[config.mk]
export PLATFORM = sky130hd
export DESIGN_NAME = mips_multicycle_core
export DESIGN_NICKNAME = d
export VERILOG_FILES = /design/src/rtl/mips_core_pkg.sv /design/src/rtl/mips_alu.sv /design/src/rtl/mips_multicycle_core.sv
export SDC_FILE = /design/constraint.sdc
export NUM_CORES = 2
export LEC_CHECK = 0
export CORE_AREA = 2 2 384 538
export DETAILED_ROUTE_END_ITERATION = 16
export DIE_AREA = 0 0 386 540
export MAX_ROUTING_LAYER = met4
export PLACE_DENSITY = 0.8
export SETUP_SLACK_MARGIN = 0.05
export SYNTH_ARGS = -nofsm -noshare
export SYNTH_HDL_FRONTEND = slang
export SYNTH_HIERARCHICAL = 1
export SYNTH_SLANG_ARGS = --single-unit
[constraint.sdc]
create_clock -name clk -period 6.9 [get_ports clk]
set_input_delay 2.07 -clock clk [delete_from_list [all_inputs] [get_ports clk]]
set_output_delay 2.07 -clock clk [all_outputs]
set_load 0.005 [all_outputs]
[src/rtl/mips_core_pkg.sv]
// Shared definitions for the multi-cycle MIPS-subset core: encodings, FSM states,
// ALU operations, decoded-instruction payload and field helpers.
package mips_core_pkg;

  localparam logic [5:0] OP_RTYPE = 6'h00;
  localparam logic [5:0] OP_ADDI  = 6'h08;
  localparam logic [5:0] OP_LW    = 6'h23;
  localparam logic [5:0] OP_SW    = 6'h2b;
  localparam logic [5:0] OP_BEQ   = 6'h04;
  localparam logic [5:0] OP_HALT  = 6'h3f;

  localparam logic [5:0] FN_ADD = 6'h20;
  localparam logic [5:0] FN_SUB = 6'h22;
  localparam logic [5:0] FN_AND = 6'h24;
  localparam logic [5:0] FN_OR  = 6'h25;
  localparam logic [5:0] FN_SLT = 6'h2a;

  typedef enum logic [2:0] {
    S_IDLE, S_FETCH, S_DECODE, S_EXEC, S_MEM, S_WB, S_HALT, S_FAULT
  } state_e;

  typedef enum logic [2:0] {
    ALU_ADD, ALU_SUB, ALU_AND, ALU_OR, ALU_SLT
  } alu_op_e;

  typedef enum logic [2:0] {
    CL_RTYPE, CL_ADDI, CL_LW, CL_SW, CL_BEQ, CL_HALT, CL_BAD
  } instr_cls_e;

  typedef struct packed {
    instr_cls_e cls;
    alu_op_e    alu_op;
    logic [4:0] dst;
  } dec_t;

  function automatic logic [5:0] op_of(input logic [31:0] ir);
    return ir[31:26];
  endfunction

  function automatic logic [4:0] rs_of(input logic [31:0] ir);
    return ir[25:21];
  endfunction

  function automatic logic [4:0] rt_of(input logic [31:0] ir);
    return ir[20:16];
  endfunction

  function automatic logic [4:0] rd_of(input logic [31:0] ir);
    return ir[15:11];
  endfunction

  function automatic logic [5:0] funct_of(input logic [31:0] ir);
    return ir[5:0];
  endfunction

  function automatic logic [15:0] imm_of(input logic [31:0] ir);
    return ir[15:0];
  endfunction

  // Unknown opcodes and unknown R-type functs both classify as CL_BAD.
  function automatic instr_cls_e classify(input logic [31:0] ir);
    instr_cls_e cls;
    cls = CL_BAD;
    case (op_of(ir))
      OP_RTYPE: begin
        case (funct_of(ir))
          FN_ADD, FN_SUB, FN_AND, FN_OR, FN_SLT: cls = CL_RTYPE;
          default:                               cls = CL_BAD;
        endcase
      end
      OP_ADDI: cls = CL_ADDI;
      OP_LW:   cls = CL_LW;
      OP_SW:   cls = CL_SW;
      OP_BEQ:  cls = CL_BEQ;
      OP_HALT: cls = CL_HALT;
      default: cls = CL_BAD;
    endcase
    return cls;
  endfunction

  function automatic alu_op_e funct_alu(input logic [5:0] fn);
    alu_op_e op;
    op = ALU_ADD;
    case (fn)
      FN_SUB:  op = ALU_SUB;
      FN_AND:  op = ALU_AND;
      FN_OR:   op = ALU_OR;
      FN_SLT:  op = ALU_SLT;
      default: op = ALU_ADD;
    endcase
    return op;
  endfunction

endpackage

[src/rtl/mips_alu.sv]
// Combinational ALU: add/sub/and/or/signed slt, with a zero flag used by beq.
module mips_alu
  import mips_core_pkg::*;
#(
  parameter int unsigned DATA_W = 32
) (
  input  alu_op_e           op,
  input  logic [DATA_W-1:0] a,
  input  logic [DATA_W-1:0] b,
  output logic [DATA_W-1:0] y,
  output logic              zero
);

  always_comb begin
    y = '0;
    case (op)
      ALU_ADD: y = a + b;
      ALU_SUB: y = a - b;
      ALU_AND: y = a & b;
      ALU_OR:  y = a | b;
      ALU_SLT: y = DATA_W'($signed(a) < $signed(b));
      default: y = '0;
    endcase
  end

  assign zero = (y == '0);

endmodule

[src/rtl/mips_multicycle_core.sv]
// Multi-cycle MIPS-subset core: FSM, register file, instruction/data memories
// and a host port for preload and inspection while idle.
module mips_multicycle_core
  import mips_core_pkg::*;
#(
  parameter int unsigned DATA_W     = 32,
  parameter int unsigned IMEM_DEPTH = 16,
  parameter int unsigned DMEM_DEPTH = 20,
  parameter logic [31:0] DMEM_BASE  = 32'h1000_4000
) (
  input  logic              clk,
  input  logic              rst,
  input  logic              start,
  input  logic              host_we,
  input  logic [1:0]        host_sel,
  input  logic [7:0]        host_addr,
  input  logic [DATA_W-1:0] host_wdata,
  output logic [DATA_W-1:0] host_rdata,
  output logic              busy,
  output logic              halted,
  output logic              fault,
  output logic [7:0]        pc,
  output logic [15:0]       retired
);

  localparam int unsigned IMEM_AW = (IMEM_DEPTH > 1) ? $clog2(IMEM_DEPTH) : 1;
  localparam int unsigned DMEM_AW = (DMEM_DEPTH > 1) ? $clog2(DMEM_DEPTH) : 1;

  state_e state, state_n;

  logic [31:0]         imem [IMEM_DEPTH];
  logic [DATA_W-1:0]   dmem [DMEM_DEPTH];
  logic [DATA_W-1:0]   regs [32];

  logic [31:0]         ir;
  dec_t                dec, dec_c;
  logic [DATA_W-1:0]   a_reg, b_reg, imm_reg, alu_out, mdr;
  logic [DMEM_AW-1:0]  dm_idx;

  logic [DATA_W-1:0]   alu_b, alu_y, ea_off, wb_data;
  logic                alu_zero, ea_bad, host_ok;
  logic [7:0]          br_target;

  logic clr, ld_ir, ld_dec, ld_exec, ld_mdr, retire, pc_take, reg_we, dmem_we;

  // Decode of the latched instruction word.
  always_comb begin
    dec_c.cls    = classify(ir);
    dec_c.alu_op = ALU_ADD;
    dec_c.dst    = rt_of(ir);
    if (dec_c.cls == CL_RTYPE) begin
      dec_c.alu_op = funct_alu(funct_of(ir));
      dec_c.dst    = rd_of(ir);
    end else if (dec_c.cls == CL_BEQ) begin
      dec_c.alu_op = ALU_SUB;
    end
  end

  assign alu_b = (dec.cls == CL_RTYPE || dec.cls == CL_BEQ) ? b_reg : imm_reg;

  mips_alu #(.DATA_W(DATA_W)) u_alu (
    .op   (dec.alu_op),
    .a    (a_reg),
    .b    (alu_b),
    .y    (alu_y),
    .zero (alu_zero)
  );

  // Below-base addresses wrap to a huge offset and fail the range check.
  assign ea_off    = alu_y - DATA_W'(DMEM_BASE);
  assign ea_bad    = (ea_off[1:0] != 2'b00) || (ea_off >= DATA_W'(DMEM_DEPTH * 4));
  assign br_target = pc + 8'd1 + imm_reg[7:0];
  assign wb_data   = (dec.cls == CL_LW) ? mdr : alu_out;
  assign host_ok   = host_we && !busy;

  // State register plus registered status flags.
  always_ff @(posedge clk) begin
    if (rst) begin
      state  <= S_IDLE;
      busy   <= 1'b0;
      halted <= 1'b0;
      fault  <= 1'b0;
    end else begin
      state  <= state_n;
      busy   <= !(state_n inside {S_IDLE, S_HALT, S_FAULT});
      halted <= (state_n == S_HALT);
      fault  <= (state_n == S_FAULT);
    end
  end

  // Next-state and per-cycle control strobes.
  always_comb begin
    state_n = state;
    clr     = 1'b0;
    ld_ir   = 1'b0;
    ld_dec  = 1'b0;
    ld_exec = 1'b0;
    ld_mdr  = 1'b0;
    retire  = 1'b0;
    pc_take = 1'b0;
    reg_we  = 1'b0;
    dmem_we = 1'b0;
    case (state)
      S_IDLE, S_HALT, S_FAULT: begin
        if (start) begin
          state_n = S_FETCH;
          clr     = 1'b1;
        end
      end
      S_FETCH: begin
        if (32'(pc) >= IMEM_DEPTH) begin
          state_n = S_HALT;
        end else begin
          ld_ir   = 1'b1;
          state_n = S_DECODE;
        end
      end
      S_DECODE: begin
        ld_dec = 1'b1;
        case (dec_c.cls)
          CL_HALT: state_n = S_HALT;
          CL_BAD:  state_n = S_FAULT;
          default: state_n = S_EXEC;
        endcase
      end
      S_EXEC: begin
        case (dec.cls)
          CL_BEQ: begin
            retire  = 1'b1;
            pc_take = alu_zero;
            state_n = S_FETCH;
          end
          CL_LW, CL_SW: begin
            if (ea_bad) begin
              state_n = S_FAULT;
            end else begin
              ld_exec = 1'b1;
              state_n = S_MEM;
            end
          end
          default: begin
            ld_exec = 1'b1;
            state_n = S_WB;
          end
        endcase
      end
      S_MEM: begin
        if (dec.cls == CL_SW) begin
          dmem_we = 1'b1;
          retire  = 1'b1;
          state_n = S_FETCH;
        end else begin
          ld_mdr  = 1'b1;
          state_n = S_WB;
        end
      end
      S_WB: begin
        reg_we  = 1'b1;
        retire  = 1'b1;
        state_n = S_FETCH;
      end
      default: state_n = S_IDLE;
    endcase
  end

  // Datapath registers, pc and retire counter.
  always_ff @(posedge clk) begin
    if (rst) begin
      pc      <= '0;
      retired <= '0;
      ir      <= '0;
      dec     <= '0;
      a_reg   <= '0;
      b_reg   <= '0;
      imm_reg <= '0;
      alu_out <= '0;
      mdr     <= '0;
      dm_idx  <= '0;
    end else begin
      if (clr) begin
        pc      <= '0;
        retired <= '0;
      end
      if (ld_ir) ir <= imem[IMEM_AW'(pc)];
      if (ld_dec) begin
        dec     <= dec_c;
        a_reg   <= regs[rs_of(ir)];
        b_reg   <= regs[rt_of(ir)];
        imm_reg <= DATA_W'($signed(imm_of(ir)));
      end
      if (ld_exec) begin
        alu_out <= alu_y;
        dm_idx  <= ea_off[DMEM_AW+1:2];
      end
      if (ld_mdr) mdr <= dmem[dm_idx];
      if (retire) begin
        retired <= retired + 16'd1;
        pc      <= pc_take ? br_target : pc + 8'd1;
      end
    end
  end

  // Register file: host writes only while idle; r0 is never written.
  always_ff @(posedge clk) begin
    if (rst) begin
      for (int i = 0; i < 32; i++) regs[i] <= '0;
    end else if (host_ok && host_sel == 2'd2 && host_addr < 8'd32) begin
      if (host_addr[4:0] != 5'd0) regs[host_addr[4:0]] <= host_wdata;
    end else if (reg_we && dec.dst != 5'd0) begin
      regs[dec.dst] <= wb_data;
    end
  end

  // Memories are not cleared by reset.
  always_ff @(posedge clk) begin
    if (!rst && host_ok && host_sel == 2'd0 && 32'(host_addr) < IMEM_DEPTH)
      imem[IMEM_AW'(host_addr)] <= 32'(host_wdata);
  end

  always_ff @(posedge clk) begin
    if (!rst) begin
      if (host_ok && host_sel == 2'd1 && 32'(host_addr) < DMEM_DEPTH)
        dmem[DMEM_AW'(host_addr)] <= host_wdata;
      else if (dmem_we)
        dmem[dm_idx] <= b_reg;
    end
  end

  // Host read port.
  always_comb begin
    host_rdata = '0;
    case (host_sel)
      2'd0: if (32'(host_addr) < IMEM_DEPTH) host_rdata = DATA_W'(imem[IMEM_AW'(host_addr)]);
      2'd1: if (32'(host_addr) < DMEM_DEPTH) host_rdata = dmem[DMEM_AW'(host_addr)];
      2'd2: if (host_addr < 8'd32)           host_rdata = regs[host_addr[4:0]];
      default: host_rdata = '0;
    endcase
  end

endmodule

-- Word-level counts from Yosys, hierarchy flattened
Memories as Yosys holds them, arrays and structs flattened. A register that Yosys moved wholly into a read port is not among the register bits.
Cells that the tools add are included.
- register bits after elaboration: 94
- logic and storage cells: 163
- output and inout port bits: 59
- memories kept: 3
- memory bits (writable): 2176
- bits of input ports: 46
- eq/ne operators: 31
- bitwise operators: 2
- reduce and logical (&&, ||, !) cells: 33
- muxes and demuxes: 70
- $lt $le $gt $ge: 6
- $add $sub $neg: 6
- memory list (name ; words ; width ; read ports ; clocked after Yosys merged registers in ; wr ports ; line ; text):
    regs ; 32 ; 32 ; 3 ; 2 ; 32 ; mips_multicycle_core.sv:33 ; logic [DATA_W-1:0] regs [32];
    dmem ; 20 ; 32 ; 2 ; 1 ; 1 ; mips_multicycle_core.sv:32 ; logic [DATA_W-1:0] dmem [DMEM_DEPTH];
    imem ; 16 ; 32 ; 2 ; 1 ; 1 ; mips_multicycle_core.sv:31 ; logic [31:0] imem [IMEM_DEPTH];
- operators with widths (cell ; count):
    $mux W32 ; 8
    $pmux W32 S5 ; 1
    $pmux W32 S3 ; 1
    $reduce_or A32 Y1 ; 3
    $eq A6 B6 Y1 const B ; 8
    $mux W1 ; 38
    $pmux W3 S6 ; 2
    $eq A3 B3 Y1 const B ; 11
    $add A32 B32 Y32 ; 1
    $and A32 B32 Y32 ; 1
    $ge A32 B7 Y1 const B ; 1
    $logic_not A32 Y1 ; 1
    $lt A32 B32 Y1 ; 1
    $mux W16 ; 2
    $or A32 B32 Y32 ; 1
    $sub A32 B29 Y32 const B ; 1
    $sub A32 B32 Y32 ; 1
    $mux W8 ; 3
    $mux W5 ; 4
    $eq A3 B2 Y1 const B ; 6
    $add A16 B1 Y16 const B ; 1
    $lt A8 B5 Y1 const B ; 2
    $logic_not A3 Y1 ; 5
    $mux W3 ; 5
    other kinds (25) ; 40

-- Depth between registers and ports, before layout
- word-level depth: 14
- mapped depth: 26
- mapped depth without buffers: 21

-- By module
The synthesis kept the hierarchy.
- modules (own cells, without submodules) (module ; area each (um2) ; times used ; cells an instance ; seq. area each (um2)):
    mips_multicycle_core ; 124534.4 ; 1 ; 7308 ; 69686.8
    mips_alu ; 5228.8 ; 1 ; 804 ; 0.0

-- Worst setup path after synthesis
No wires, ideal clock.
- path type: in2out
- start point: in host_addr[0]
- end point: out host_rdata[23]
- required time: 4.830 ns
- buffers on the path: 3
- stages: 7
- data arrival time: 4.025 ns
- setup slack: 0.805 ns
- cells stage by stage: buf_2 -> buf_2 -> buf_2 -> mux4_2 -> mux4_2 -> a22oi_1 -> nand3_1
- cells in the longest elaborated chain, start to end: 3
- elaborated cells between the ends (all ways): 10
- those cells by class: order compare: 3; mux: 4; memory: 3
- RTL lines (element ; line ; text):
    start: declaration ; mips_multicycle_core.sv:16 ; input logic [7:0] host_addr,
    $mem_v2 Z32 W32, or another cell as far along ; n/a ;
    $mux W32, on equally long branches ; mips_multicycle_core.sv:235, mips_multicycle_core.sv:233, mips_multicycle_core.sv:234 ;
    $pmux W32 S3 * ; mips_multicycle_core.sv:232 ; case (host_sel)
    end: declaration ; mips_multicycle_core.sv:18 ; output logic [DATA_W-1:0] host_rdata,
Mark *: on every way between the ends. The rest lies on a longest branch, timed or not.

-- Final worst setup path
- start point: in host_addr[0]
- end point: out host_rdata[27]
Same word-level chain as after synthesis.

==> Flow_metrics.wiki <==
{| class="wikitable"
! Metric !! Value
|-
| Result of the run || complete, but fails checks
|-
| Violated checks || negative setup slack
|-
| Most flops, register || regs
|-
| Number of distinct library cells after synthesis || 94
|-
| Cell repeated most along the worst path || sky130_fd_sc_hd__buf_16
|-
| Count of routing violations after the opening detailed-route iteration || 17430
|-
| CTS Buffer Depth || 4
|-
| Via count || around 93000
|-
| Total of hold buffers inserted after clock tree synthesis || 0
|-
| Leakage power of the design || 45.98 nW
|-
| Setup Skew || 0.07931 ns
|-
| Max stage delay on crit path || 0.53 ns
|-
| Final period demand of the worst path || 7.099 ns
|-
| Power per cell area || 276.7 nW/um^2
|-
| Critical path peak fanout || 11
|-
| Vias/cell || 8.365
|-
| Final max-slew violation count || 0
|-
| Setup Crit Path Kind || input port to primary output
|-
| Cell family with most CP delay || buffers and inverters
|-
| Starting utilization of the core area || 0.6383
|-
| Highest Clock Rate || about 140 MHz
|-
| Post-route DRC || 0
|-
| Unrepaired setup endpoints after global routing || yes
|-
| Most repeated cell in the gate-level netlist after synthesis || sky130_fd_sc_hd__edfxtp_1
|-
| Number of flip-flops under the largest register name || 1024
|-
| Portion of synthesized cell area occupied by the leading cell type || 0.5036
|-
| Final std cell area, no fill || 146600 sq um
|-
| Ratio of cells with drive above 1 in the final layout || 0.3370
|-
| Final layout net count || 8349
|-
| Post-Syn Area per Cell || 16.00 sq um
|-
| Global-route wire length before repair || 676600 um
|-
| Wire length per cell || 43.92 um
|-
| Count of synthesis-stage warnings from yosys || 6
|-
| Die extent in y || 540 um
|-
| Largest net degree at the start of global routing || 160
|-
| Sequential share of the synthesized area || 0.5370
|-
| Cell count after synthesis || 8112
|-
| Initial antenna violation count || 38
|-
| Final Hold Viols || 0
|-
| DIE AREA || 208400 sq um
|-
| Clock latency of the later-clocked register in the worst-skew pair || 0.92 ns
|-
| Max stage delay cell, worst path || sky130_fd_sc_hd__mux4_2
|-
| Netlist area before placement || 129800 sq um
|-
| Final weighted congestion in routability-driven placement || 1.028
|-
| Total routing resource utilization after global routing || 0.4779
|-
| Post-synth top area cell || sky130_fd_sc_hd__edfxtp_1
|-
| Final setup vio count || 8
|-
| Main synth FF type || sky130_fd_sc_hd__edfxtp_1
|-
| Die width || between 300 and 400 um
|-
| Clk pin slew, worst setup/hold paths || 0.07 ns
|-
| Worst-margin pin slew || 1.481 ns
|-
| Number of flip-flops and latches in the synthesized netlist || 2393
|-
| Worst-case headroom to the max-slew limit || 0.009838
|-
| Leading cell types by count after synthesis || sky130_fd_sc_hd__edfxtp_1 (2176), sky130_fd_sc_hd__mux4_2 (1577), sky130_fd_sc_hd__nor3_1 (1025), sky130_fd_sc_hd__mux2i_1 (424), sky130_fd_sc_hd__buf_2 (387)
|-
| Share of flip-flops with an asynchronous set or reset || 0
|-
| Number of max-cap violations || 0
|-
| Detailed-router iteration count before antenna repair || 9
|-
| Area growth syn-to-layout || 13.00%
|-
| Startpoint types || input port
|-
| Count of port buffers added during placement || between 100 and 150
|-
| Slack of the critical path || -0.1988 ns
|-
| Cell-by-cell listing of the critical path || buf_16 -> buf_16 -> buf_16 -> mux4_2 -> mux2i_2 -> o22ai_1 -> a41oi_1 -> nand3_2 -> buf_6 -> clkdlybuf4s50_1
|-
| Worst Hold Class || register to register
|-
| GRT overflow || 0
|-
| EDFF count, synth || about 2200
|-
| Clock root buffer || sky130_fd_sc_hd__clkbuf_16
|-
| Clock tree from TritonCTS || built
|-
| Sum of buffers and inverters on the critical path || 5
|-
| Crit path DAT || a little over 5 ns
|-
| Critical path capture point type || primary output
|-
| Number of global-route vias before repair || 91720
|-
| Number of top-level pins || roughly 110
|-
| Number of clock buffers inserted by TritonCTS || 223
|-
| Number of nets with antenna violations after routing || 0
|-
| Leading registers by flop count || regs x1024, dmem x640, imem x512
|-
| Placed standard-cell area || 137100 sq um
|-
| Floorplan core area || a little over 200000 sq um
|-
| Dominant cells by area after synthesis || sky130_fd_sc_hd__edfxtp_1 (50%), sky130_fd_sc_hd__mux4_2 (27%), sky130_fd_sc_hd__nor3_1 (4.0%), sky130_fd_sc_hd__dfxtp_1 (3.3%), sky130_fd_sc_hd__mux2i_1 (3.3%)
|-
| CTS H-tree lvls || 4
|-
| Sinks on the clock net || roughly 2400
|-
| Fin Setup TNS || -0.4480 ns
|-
| DP HPWL || 286300 um
|-
| Final Routed Wirelength || 486600 um
|-
| Maximum ir drop on the vdd rail || about 0.26 mV
|-
| Filler Cell Count || 11520
|-
| Crit path required time || 4.83 ns
|-
| Number of placement rows || around 200
|-
| Final worst path period share || 1.029
|}
[worst register-to-register path, delay by kind of cell, from the launching register on]
| family | cells | cell delay [ns] |
|---|---|---|
| adders and majority gates | 1 | 0.31 |
| buffers and inverters | 5 | 1.09 |
| muxes | 2 | 0.47 |
| and+or+nand+nor | 7 | 1.61 |
| DFF | 1 | 0.48 |
| AOI/OAI and AO/OA | 9 | 2.56 |
[kinds of logic after synthesis]
logic type	synth area share
mux	0.3107
fa+ha+maj	0.01155
other cells	0.00002890
xor+xnor	0.002430
simple gates	0.06731
compound gates	0.03651
buf+inv	0.03442
flops	0.5370
[layout by cell type (no fill, tap or decap), types with 122 or more instances in the layout]
master / synthesis / layout
sky130_fd_sc_hd__a211oi_1: 123 / 122
sky130_fd_sc_hd__a21oi_1: 175 / 166
sky130_fd_sc_hd__buf_12: 0 / 157
sky130_fd_sc_hd__buf_4: 51 / 375
sky130_fd_sc_hd__clkbuf_16: 0 / 230
sky130_fd_sc_hd__dfxtp_1: 217 / 197
sky130_fd_sc_hd__edfxtp_1: 2176 / 2176
sky130_fd_sc_hd__mux2i_1: 424 / 405
sky130_fd_sc_hd__mux4_2: 1577 / 1577
sky130_fd_sc_hd__nand2_1: 250 / 238
sky130_fd_sc_hd__nor2_1: 304 / 263
sky130_fd_sc_hd__nor3_1: 1025 / 1023
[report_power, final]
group | internal, mW | switching [mW] | leakage, nW
logic | 4.26 | 6.28 | 19.8
clock network | 6.96 | 5.79 | 3.48
registers | 16.3 | 1.00 | 22.7
[final timing paths]
| check | start | endpoint | slack, ns | cells past startpoint |
|---|---|---|---|---|
| worst max register to register | dec[9]$_SDFFE_PP0P_ | alu_out[1]$_SDFFE_PP0P_ | 0.22 | 24 |
| worst min-delay path | imm_reg[9]$_SDFFE_PP0P_ | imm_reg[9]$_SDFFE_PP0P_ | 0.47 | 2 |
| worst max-delay path | host_addr[0] | host_rdata[27] | -0.20 | 10 |
| worst min register to register | imm_reg[9]$_SDFFE_PP0P_ | imm_reg[9]$_SDFFE_PP0P_ | 0.47 | 2 |
[layer usage]
metal	up-vias	global-route usage	share of wire
li1	33810	-	-
met4	0	0.4049	0.12
met3	3211	0.1602	0.16
met1	45380	0.5370	0.28
met5	-	-	0
met2	10280	0.6878	0.44
[area by class of cell]
class / instances / area [sq um] / share of cell area
multi-input cells: 4760 / 57330 / 0.3910
inverters: 107 / 401.6 / 0.002739
clock buffers: 280 / 5947 / 0.04056
flip-flops and latches: 2393 / 69750 / 0.4757
diodes: 42 / 105.1 / 0.0007168
repair buffers: 700 / 8494 / 0.05793
clock inverters: 125 / 1260 / 0.008593
well taps: 2673 / 3344 / 0.02281
[timing repair]
action                     4_1_cts  5_1_grt
setup buffers                   30       41
setup endpoints to repair       32       55
pin swaps                       21       16
gates cloned                    17        5
resized for setup              174       56
[metrics by stage]
step | total power, mW | utilization | hold WS, ns | setup WS, ns | instances
after floorplan | 23.71 | - | 0.4318 | 0.8046 | 8143
after global placement | 27.16 | 0.6742 | 0.4428 | -0.6014 | 10540
after detailed placement | 27.35 | 0.6742 | 0.4494 | -0.6050 | 10540
after CTS | 39.76 | 0.7175 | 0.4633 | -0.007333 | 10990
after global routing | 41.16 | 0.7212 | 0.4955 | -0.1276 | 11080
final | 40.58 | 0.7213 | 0.4695 | -0.1988 | 11080
No activity file was read; power rests on OpenSTA's default activity.
